<file path="src/rtl/sw_pkg.sv">
// Shared switch-path constants, kept common so debounce and PWM blocks agree on widths.
package sw_pkg;

    localparam int unsigned SW_WIDTH_DEF        = 16;
    localparam int unsigned DEBOUNCE_CYCLES_DEF = 1_000_000;

    // Counter width able to hold 0..cycles without overflow.
    function automatic int unsigned cnt_width(input int unsigned cycles);
        return unsigned'($clog2(cycles + 1));
    endfunction

endpackage

</file>
<file path="src/rtl/sw_debounce_bit.sv">
// One switch bit: two-flop synchroniser, stability counter and clean-state flop.
module sw_debounce_bit
    import sw_pkg::*;
#(
    parameter int unsigned DEBOUNCE_CYCLES = DEBOUNCE_CYCLES_DEF
) (
    input  logic clk,
    input  logic rst_n,
    input  logic sw,
    output logic clean,
    output logic upd_c
);

    localparam int unsigned      CNT_W    = cnt_width(DEBOUNCE_CYCLES);
    localparam logic [CNT_W-1:0] CNT_LAST = CNT_W'(DEBOUNCE_CYCLES - 1);

    logic             sw_meta;
    logic             sw_sync;
    logic [CNT_W-1:0] cnt;

    // The clean value flips once the synchronised input has differed for the full window.
    always_comb begin
        upd_c = (sw_sync != clean) && (cnt == CNT_LAST);
    end

    always_ff @(posedge clk or negedge rst_n) begin
        if (!rst_n) begin
            sw_meta <= 1'b0;
            sw_sync <= 1'b0;
            cnt     <= '0;
            clean   <= 1'b0;
        end else begin
            sw_meta <= sw;
            sw_sync <= sw_meta;
            if (sw_sync == clean) begin
                cnt <= '0;
            end else if (upd_c) begin
                clean <= sw_sync;
                cnt   <= '0;
            end else begin
                cnt <= cnt + CNT_W'(1);
            end
        end
    end

endmodule

</file>
<file path="src/rtl/sw_debounce.sv">
// Debounced switch bank with per-bit edge pulses and an accumulated change event.
module sw_debounce
    import sw_pkg::*;
#(
    parameter int unsigned SW_WIDTH        = SW_WIDTH_DEF,
    parameter int unsigned DEBOUNCE_CYCLES = DEBOUNCE_CYCLES_DEF
) (
    input  logic                clk,
    input  logic                rst_n,
    input  logic [SW_WIDTH-1:0] sw,
    output logic [SW_WIDTH-1:0] sw_clean,
    output logic [SW_WIDTH-1:0] sw_rise,
    output logic [SW_WIDTH-1:0] sw_fall,
    output logic                evt_valid,
    output logic [SW_WIDTH-1:0] evt_mask,
    input  logic                evt_ready
);

    logic [SW_WIDTH-1:0] upd;
    logic                xfer;

    for (genvar i = 0; i < SW_WIDTH; i++) begin : g_bit
        sw_debounce_bit #(
            .DEBOUNCE_CYCLES(DEBOUNCE_CYCLES)
        ) u_bit (
            .clk  (clk),
            .rst_n(rst_n),
            .sw   (sw[i]),
            .clean(sw_clean[i]),
            .upd_c(upd[i])
        );
    end

    always_comb begin
        xfer = evt_valid & evt_ready;
    end

    // An updating bit always moves to the opposite of its current clean value.
    always_ff @(posedge clk or negedge rst_n) begin
        if (!rst_n) begin
            sw_rise   <= '0;
            sw_fall   <= '0;
            evt_valid <= 1'b0;
            evt_mask  <= '0;
        end else begin
            sw_rise <= upd & ~sw_clean;
            sw_fall <= upd & sw_clean;
            if (xfer) begin
                evt_mask  <= upd;
                evt_valid <= |upd;
            end else begin
                evt_mask  <= evt_mask | upd;
                evt_valid <= evt_valid | (|upd);
            end
        end
    end

endmodule

</file>
<file path="config.mk">
export PLATFORM = sky130hd
export DESIGN_NAME = sw_debounce
export DESIGN_NICKNAME = d
export VERILOG_FILES = /design/src/rtl/sw_pkg.sv /design/src/rtl/sw_debounce_bit.sv /design/src/rtl/sw_debounce.sv
export SDC_FILE = /design/constraint.sdc
export NUM_CORES = 1
export LEC_CHECK = 0
export ABC_CLOCK_PERIOD_IN_PS = 2300
export CAP_MARGIN = 20
export CORE_ASPECT_RATIO = 1.2
export CORE_MARGIN = 2
export CORE_UTILIZATION = 45
export CTS_CLUSTER_DIAMETER = 30
export DETAILED_ROUTE_END_ITERATION = 7
export SLEW_MARGIN = 10
export SYNTH_ARGS = -nofsm -noshare
export SYNTH_HDL_FRONTEND = slang
export SYNTH_SLANG_ARGS = --single-unit
</file>
<file path="constraint.sdc">
create_clock -name clk -period 2.3 [get_ports clk]
set_clock_uncertainty 0.05 [all_clocks]
set_input_delay 0.46 -clock clk [delete_from_list [all_inputs] [get_ports clk]]
set_output_delay 0.46 -clock clk [all_outputs]
set_load 0.02 [all_outputs]
</file>
== Word-level counts from Yosys, hierarchy flattened ==
Index checks and enable logic that the tools add are counted.
Word-level totals
  bits of input ports: 19
  bits in registers: 417
Cells by class
  multiplexer cells: 34
  bitwise logic cells: 22
  $add $sub $neg: 16
  reductions and logical operators: 33
  eq/ne operators: 48
Operators with widths (count)
  $mux W20: 32
  $add A20 B1 Y20 const B: 16
  $eq A20 B20 Y1 const B: 16
  $and A16 B16 Y16: 2
  $reduce_and A2 Y1: 16
  $eq A1 B1 Y1: 16
  $logic_and A1 B1 Y1: 16
  $mux W16: 1
  $ne A1 B1 Y1: 16
  $not A1 Y1: 16
  $not A16 Y16: 1
  $or A16 B16 Y16: 1
  $reduce_or A16 Y1: 1
  $and A1 B1 Y1: 1
  $mux W1: 1
  $or A1 B1 Y1: 1

== Longest topological paths before layout ==
Gate-level depths: netlist of run 1.
  word-level depth: 5
  gate-level depth with buffers: 9
  mapped depth without buffers: 7

== By module ==
Synthesis of run 1 repeated with hierarchy kept, for this count alone.
Unflattened totals
  cells, all modules: 1946
  area total of the unflattened synthesis: 19377.3 µm²
Modules (own cells, without submodules)
  sw_debounce_bit: cells each 115, area an instance 1111.1 µm², times used 16
  sw_debounce: cells each 106, area an instance 1600.3 µm², times used 1

== Least setup slack after synthesis of run 1 ==
OpenSTA, ideal clock, no wires.
  path kind: flip-flop to flip-flop
  from: register g_bit[10].u_bit.cnt[12]
  to: register g_bit[10].u_bit.cnt[16]
  arrival: 2261 ps
  required time: 2131 ps
  setup slack: -129 ps
  buffers on the path: 2
  setup time: 119 ps
  period minus slack after synthesis: 2429 ps
  cell stages (with the launch flop): 8
  cell sequence: dfrtp_1 > or4b_1 > or4_1 > or4_1 > buf_6 > nand2_8 > buf_8 > nor2_1
On the way
  cells in the longest elaborated chain, start to end: 4
RTL lines
  start: declaration: line sw_debounce_bit.sv:19  | logic [CNT_W-1:0] cnt;
  start signal: assignment: line sw_debounce_bit.sv:41  | cnt <= cnt + CNT_W'(1);
  branches (longest 2 deep; another with $add A20 B1 Y20)
  $mux W20 *: line sw_debounce_bit.sv:37  | end else if (upd_c) begin
  $mux W20 *: line sw_debounce_bit.sv:35  | if (sw_sync == clean) begin
Mark *: on every way between the ends.
A chain may end at the register's enable or synchronous reset.

== Final worst setup path of run 1 ==
  from: register g_bit[10].u_bit.cnt[11]
  to: register g_bit[10].u_bit.cnt[1]
On the way
  cells in the longest elaborated chain, start to end: 4
RTL lines
  $eq A20 B20 Y1: line sw_debounce_bit.sv:23  | upd_c = (sw_sync != clean) && (cnt == CNT_LAST);
  $logic_and A1 B1 Y1: line sw_debounce_bit.sv:23
  $mux W20: line sw_debounce_bit.sv:37
  $mux W20: line sw_debounce_bit.sv:35
No other way between the ends.

==> flow_summary.json, run 1 <==
{
  "outcome": "finished with violations",
  "failed_checks": "setup timing",
  "setup_viol": 14,
  "yosysUniqueCellTypes": 39,
  "max-cap-violations": 0,
  "fin_area_um2": 23400,
  "path_buf_inv": 1,
  "post_drt_wl_per_cell_um": 13.8,
  "pwr-share-comb_pct": 2.8,
  "worstRegToRegCells": 5,
  "via_per_inst": 4.98,
  "synth_edf_count": 0,
  "worstPathCellList": "or4b_4 > or4_1 > or4_4 > buf_12 > and3_4",
  "clk_pin_slew_ps": 50,
  "htree_levels": 3,
  "start_util_pct": 45.4,
  "die_width_um": 189,
  "grt.overflow.total": 0,
  "grt_antenna_before_repair": 0,
  "ys_warn_count": 0,
  "synth_area_um2": 18400,
  "period_minus_slack_ps": 2330,
  "syn-num-nets": 1839,
  "antenna_cells": 0,
  "cts_root_buf": "clkbuf_16",
  "critPathTopFamily": "simple AND/OR/NAND/NOR gates",
  "slew_viol_final": 0,
  "fillCellCount": 3451,
  "grt.total_usage_pct": 17.7,
  "syn_to_final_growth_pct": 26.9,
  "grt_pass1_vias": 13400,
  "crit_required_ps": 2740,
  "worst-path-stages": 5,
  "gp_congestion": 0.798,
  "switching_share_pct": 21.9,
  "drcViolationCount": 0,
  "clockPowerShare_pct": 60.3,
  "max_stage_delay_ps": 540,
  "dr.first_iter.drc_count": 600,
  "yosysSeqAreaShare_pct": 56.6,
  "cts_tree": "done",
  "rsz0062_at_grt": "true",
  "dp_slack_ps": -69.0,
  "critPathKind": "reg2reg",
  "switchingPower_uw": 4490,
  "cts_inserted_buffers": 84,
  "finalHoldViolations": 0,
  "most-common-layout-cells": "dfrtp_1 (417), nor2_1 (381), xor2_1 (162)",
  "max-slew-margin-rel_pct": 62.2,
  "routed_wl_um": 36000,
  "final.setup.worst_slack_ps": -26.2,
  "r2r-start": "g_bit[10].u_bit.cnt[11]",
  "max_freq_mhz": 430,
  "hpwlAfterDp_um": 23900,
  "insertion_delay_ps": 600,
  "hold_path_class": "in2reg",
  "powerDensity_nw_per_um2": 875,
  "vdd_drop_max_mv": 0.646,
  "p_int_uw": 16000,
  "synth_area_per_cell_um2": 10.2,
  "grt_first_pass_wirelength_um": 62600,
  "core_area_um2": 40600,
  "ys_ff_latch": 417,
  "die_h_um": 226,
  "placed_area_um2": 20400,
  "post_route_cells_drive_above_1_share_pct": 11.5,
  "crit_slowest_cell": "or4b_4",
  "register_area_um2": 10400,
  "portBuffers": 83,
  "r2r_slack_ps": -30,
  "postRouteAntennaNets": 0,
  "endpoint": "g_bit[10].u_bit.cnt[1]",
  "async_reset_ff_share_pct": 100,
  "ios": 84,
  "cts_sinks": 417,
  "crit_start": "g_bit[10].u_bit.cnt[11]",
  "worst_pin_slew_ps": 563,
  "synth-main-ff-cell": "dfrtp_1",
  "mostFrequentLayoutCell": "dfrtp_1",
  "period_share_pct": 101,
  "die-area_um2": 42600,
  "arrival_ps": 2760,
  "num_vias": 13000,
  "crit_path_end_kind": "flip-flop",
  "p_leak_uw": 0.0104,
  "r2r-end": "g_bit[10].u_bit.cnt[1]",
  "cp_max_fo": 7,
  "multiInputGateArea_um2": 7630,
  "clockBufferDepth": 3,
  "synth_cells": 1804,
  "start_kind": "flip-flop",
  "drt_first_pass_iters": 4,
  "nets": 2029,
  "rows": 81,
  "seqPwrFrac_pct": 36.9,
  "grt_start_max_net_pins": 72
}
[repair_timing]
item	CTS	global route
setup buffers	2	0
hold buffers	1	0
resized for setup	6	7
pin swaps	1	0
setup endpoints to repair	23	24
endpoints found under the hold margin	20	0
gates cloned	1	0
[per-stage QoR]
stage               utilization (%)  setup TNS (ps)  power, uW  cells  hold WS, ps
finish                         57.6            -211      20500   2600          248
global route                   57.6           -1420      21300   2600          226
CTS                            57.5            -280      20800   2600          211
detailed placement             50.2           -1260       8270   2443          285
global placement               50.2            -845       8250   2443          283
floorplan                         -           -54.1       7890   1804          114
[Yosys cell counts, types with 5 or more instances]
library cell  count  area share [%]
dfrtp_1         417              57
nor2_1          384             7.8
xor2_1          162             7.7
nand2_1         146             3.0
xnor2_1         146             6.9
nand3_1         136             3.7
nand4_1          56             1.9
and3_1           48             1.6
inv_1            38            0.77
clkbuf_1         36            0.73
nor3_1           31            0.84
nor4_1           25            0.85
and4_1           23             1.1
or3_1            20            0.68
buf_4            16            0.65
ha_1             16             1.1
nor4b_1          16            0.76
a21oi_1          12            0.33
nor2b_1          12            0.41
o21ai_0          12            0.33
nand2b_1         10            0.34
and2_1            9            0.31
or2_2             5            0.17
[power groups by stage]
stage          clock (uW)  combinational [uW]  sequential (uW)
2_1_floorplan           0                 207             7680
3_3_place_gp            0                 582             7670
3_5_place_dp            0                 593             7670
4_1_cts             12700                 603             7560
5_1_grt             13000                 666             7570
6_report            12300                 580             7560
[layer usage]
metal	vias to the layer above	global-route usage, %	part of all wire (%)
li1	6402	-	-
met1	6335	22.4	45
met2	172	29.7	49
met3	45	4.06	4.3
met4	0	6.98	1.8
met5	-	0	0
[flip-flops by register name, indices dropped and copies added (netlist names)]
| register | count |
|---|---|
| evt_mask | 16 |
| evt_valid | 1 |
| g_bit.u_bit.clean | 16 |
| g_bit.u_bit.cnt | 320 |
| g_bit.u_bit.sw_meta | 16 |
| g_bit.u_bit.sw_sync | 16 |
| sw_fall | 16 |
| sw_rise | 16 |
[final cells by class]
type	count	share of cell area, %
Inverter	38	0.610
Clock buffer	95	9.42
Sequential cell	417	44.6
Clock inverter	58	3.14
Tap cell	539	2.88
Multi-Input combinational cell	1296	32.6
Timing Repair Buffer	157	6.75
[worst min-delay path by stage]
stage | end | cells after the start | slack [ps] | from
floorplan | evt_mask[0] | 0 | 110 | rst_n
global placement | g_bit[2].u_bit.sw_sync | 0 | 280 | g_bit[2].u_bit.sw_meta
detailed placement | g_bit[12].u_bit.sw_sync | 0 | 280 | g_bit[12].u_bit.sw_meta
CTS | g_bit[2].u_bit.sw_meta | 1 | 210 | sw[2]
global route | g_bit[3].u_bit.sw_meta | 1 | 230 | sw[3]
finish | g_bit[2].u_bit.sw_meta | 1 | 250 | sw[2]
[cells by family after synthesis]
logic type,Yosys count,synth area share (%)
buffers and inverters,92,2.30
adder cells (fa/ha/maj),16,1.09
XOR/XNOR,308,14.6
flip-flops,417,56.6
AO/OA/AOI/OAI,29,0.875
AND/OR/NAND/NOR,942,24.5
Power figures use the tool's default switching activity.
==> run 2, diff against run 1 <==
Settings changed: SYNTH_HIERARCHICAL set to 1.
==> run 2 against run 1 <==
Compared with the run above:
- the flow now finishes without violations
- register-to-register slack improved by 140 ps
- global-route usage up 0.051 points
- clock power grew 11%
- sequential share of layout area decreased by 1.7 points
- setup slack improved by 96 ps
- wire length grew 8.4%
- sequential power is essentially flat
- critical endpoint is now sw_clean[9]
==> flow_summary.json, run 2 <==
{
  "cts_inserted_buffers": 92,
  "p_leak_uw": 0.00993,
  "fillCellCount": 3673,
  "crit_path_end_kind": "output pin",
  "synth_cells": 1946,
  "grt.total_usage_pct": 17.8,
  "synth_area_leaders": "dfrtp_1 (54%), xnor2_1 (5.1%), nor2_1 (4.6%), nand3_1 (3.3%), a21oi_1 (3.3%)",
  "die_h_um": 231,
  "die-area_um2": 44700,
  "dr.first_iter.drc_count": 704,
  "drcViolationCount": 0,
  "mostFrequentLayoutCell": "dfrtp_1",
  "core_area_um2": 42700,
  "outcome": "finished clean",
  "gp_congestion": 0.793,
  "synth-main-ff-cell": "dfrtp_1",
  "finalHoldViolations": 0,
  "setup_viol": 0,
  "routed_wl_um": 39000,
  "largest_register_ffs": 320,
  "top_register": "g_bit.u_bit/cnt",
  "cts_root_buf": "clkbuf_16",
  "drt_first_pass_iters": 5,
  "yosysUniqueCellTypes": 31,
  "async_reset_ff_share_pct": 100,
  "cts_setup_buffers": 0,
  "syn_to_final_growth_pct": 25.6,
  "clk_pin_slew_ps": 50,
  "slew_viol_final": 0,
  "vdd_drop_max_mv": 0.934,
  "antenna_cells": 0,
  "postRouteAntennaNets": 0,
  "grt_antenna_before_repair": 0,
  "critPathKind": "reg2out",
  "ios": 84,
  "post_drt_wl_per_cell_um": 14.3,
  "dp_slack_ps": -24.8,
  "portBuffers": 83,
  "synth_area_per_cell_um2": 9.96,
  "powerDensity_nw_per_um2": 888,
  "max_freq_mhz": 448,
  "hpwlAfterDp_um": 25500,
  "arrival_ps": 1720,
  "most-common-layout-cells": "dfrtp_1 (417), nor2_1 (240), nand3_1 (129)",
  "path_buf_inv": 1,
  "worstRegToRegCells": 5,
  "clockBufferDepth": 3,
  "crit_slowest_cell": "clkdlybuf4s50_1",
  "grt_first_pass_wirelength_um": 67400,
  "via_per_inst": 5.33,
  "period_minus_slack_ps": 2230,
  "synth_top_area_share_pct": 53.9,
  "num_vias": 14500,
  "critPathTopFamily": "buffers and inverters",
  "fin_area_um2": 24300,
  "rsz0062_at_grt": "false",
  "yosysTopAreaCell": "dfrtp_1",
  "crit_required_ps": 1790,
  "cts_sinks": 417,
  "period_share_pct": 97.0,
  "rows": 83,
  "worstPathCellList": "clkdlybuf4s50_1",
  "syn-num-nets": 1981,
  "yosysSeqAreaShare_pct": 53.9,
  "holdWs_ps": 252,
  "htree_levels": 3,
  "ys_warn_count": 6,
  "cp_max_fo": 5,
  "start_kind": "flip-flop",
  "max-cap-violations": 0,
  "ys_ff_latch": 417,
  "post_route_cells_drive_above_1_share_pct": 15.0,
  "grt_start_max_net_pins": 79,
  "nets": 2129,
  "worstHoldPathCells": 1,
  "synth_area_um2": 19400,
  "worst_pin_slew_ps": 469,
  "synth_most_common_cell": "dfrtp_1",
  "netlist_top_cells_count": "dfrtp_1 (417), nor2_1 (240), nand3_1 (129)",
  "worst-path-stages": 1,
  "grt_pass1_vias": 14700,
  "final_core_util_pct": 57.0,
  "max-slew-margin-rel_pct": 68.5,
  "synth_edf_count": 0,
  "insertion_delay_ps": 600,
  "die_width_um": 193,
  "grt.overflow.total": 0,
  "max_stage_delay_ps": 660,
  "placed_area_um2": 21000,
  "hold_path_class": "in2reg",
  "start_util_pct": 45.4,
  "final.setup.worst_slack_ps": 69.4,
  "r2r_slack_ps": 110,
  "cts_tree": "done"
}
-- run 2: cell types whose count changed in the layout (fill, tap and decap cells not counted), moves of 48 or more --
cell and delta:
nor2_1 -141, a21oi_1 +116, xor2_1 -98, nand2_1 -82
or4_1 +70, o21ai_0 +68, inv_1 +58, o31ai_1 +48
or3_2 +48
-- run 2: path summary, 6_finish.rpt --
check / from / endpoint
hold reg to reg: g_bit[13].u_bit/sw_meta / g_bit[13].u_bit/sw_sync
setup reg to reg: g_bit[5].u_bit/cnt[0] / g_bit[5].u_bit/cnt[18]
setup / recovery: g_bit[9].u_bit/clean / sw_clean[9]
hold / removal: sw[5] / g_bit[5].u_bit/sw_meta
min in group asynchronous: rst_n / g_bit[12].u_bit/cnt[8]
max in group asynchronous: rst_n / g_bit[13].u_bit/cnt[0]
-- run 2: area by class of cell --
| type | count | area, um^2 | share of cell area, % |
|---|---|---|---|
| sequential | 417 | 10400 | 42.9 |
| multi-input combinational | 1352 | 8280 | 34.0 |
| clock buffer | 131 | 2720 | 11.2 |
| timing repair buffer | 135 | 1290 | 5.31 |
| tap | 552 | 691 | 2.84 |
| clock inverter | 37 | 558 | 2.29 |
| inverter | 96 | 360 | 1.48 |
-- run 2: per-stage QoR --
stage	total power [uW]	TNS, ps	std cells
final	21600	0	2720
after global routing	22400	0	2720
after CTS	21900	0	2720
after detailed placement	8150	-24.8	2551
after global placement	8140	-11.7	2551
after floorplan	7850	0	1946
-- run 2: metal layers --
layer | GRT usage [%] | share of wire [%] | wire length (um) | vias to the layer above
met5 | 0 | 0 | 0 | -
met4 | 7.75 | 2.5 | 962 | 0
met2 | 30.2 | 49 | 19200 | 175
li1 | - | - | - | 7151
met1 | 21.8 | 45 | 17400 | 7120
met3 | 3.93 | 3.7 | 1430 | 65
-- run 2: timing repair --
item                                    in CTS  in global routing
endpoints found under the hold margin       31                  0
cloned                                       0                  0
endpoints found under the setup margin       1                 12
hold buffers                                 1                  0
resized for setup                            2                  9
-- run 2: power breakdown --
| group | leakage (uW) | total [uW] | internal [uW] | switching (uW) |
|---|---|---|---|---|
| clock network | 0.00160 | 13600 | 9670 | 3910 |
| registers | 0.00571 | 7560 | 7460 | 96.9 |
| logic | 0.00262 | 471 | 160 | 311 |
| total | 0.00993 | 21600 | 17300 | 4320 |
-- run 2: cells by family (layout without fill, tap and decap cells) --
| family | after synthesis | count (layout) | synth area share [%] |
|---|---|---|---|
| XOR/XNOR | 176 | 176 | 7.96 |
| adder cells (fa/ha/maj) | 16 | 16 | 1.03 |
| AND/OR/NAND/NOR | 856 | 856 | 24.1 |
| flip-flops | 417 | 417 | 53.9 |
| multiplexers | 16 | 16 | 0.930 |
| AO/OA/AOI/OAI | 288 | 288 | 8.47 |
| buffers and inverters | 177 | 399 | 3.64 |
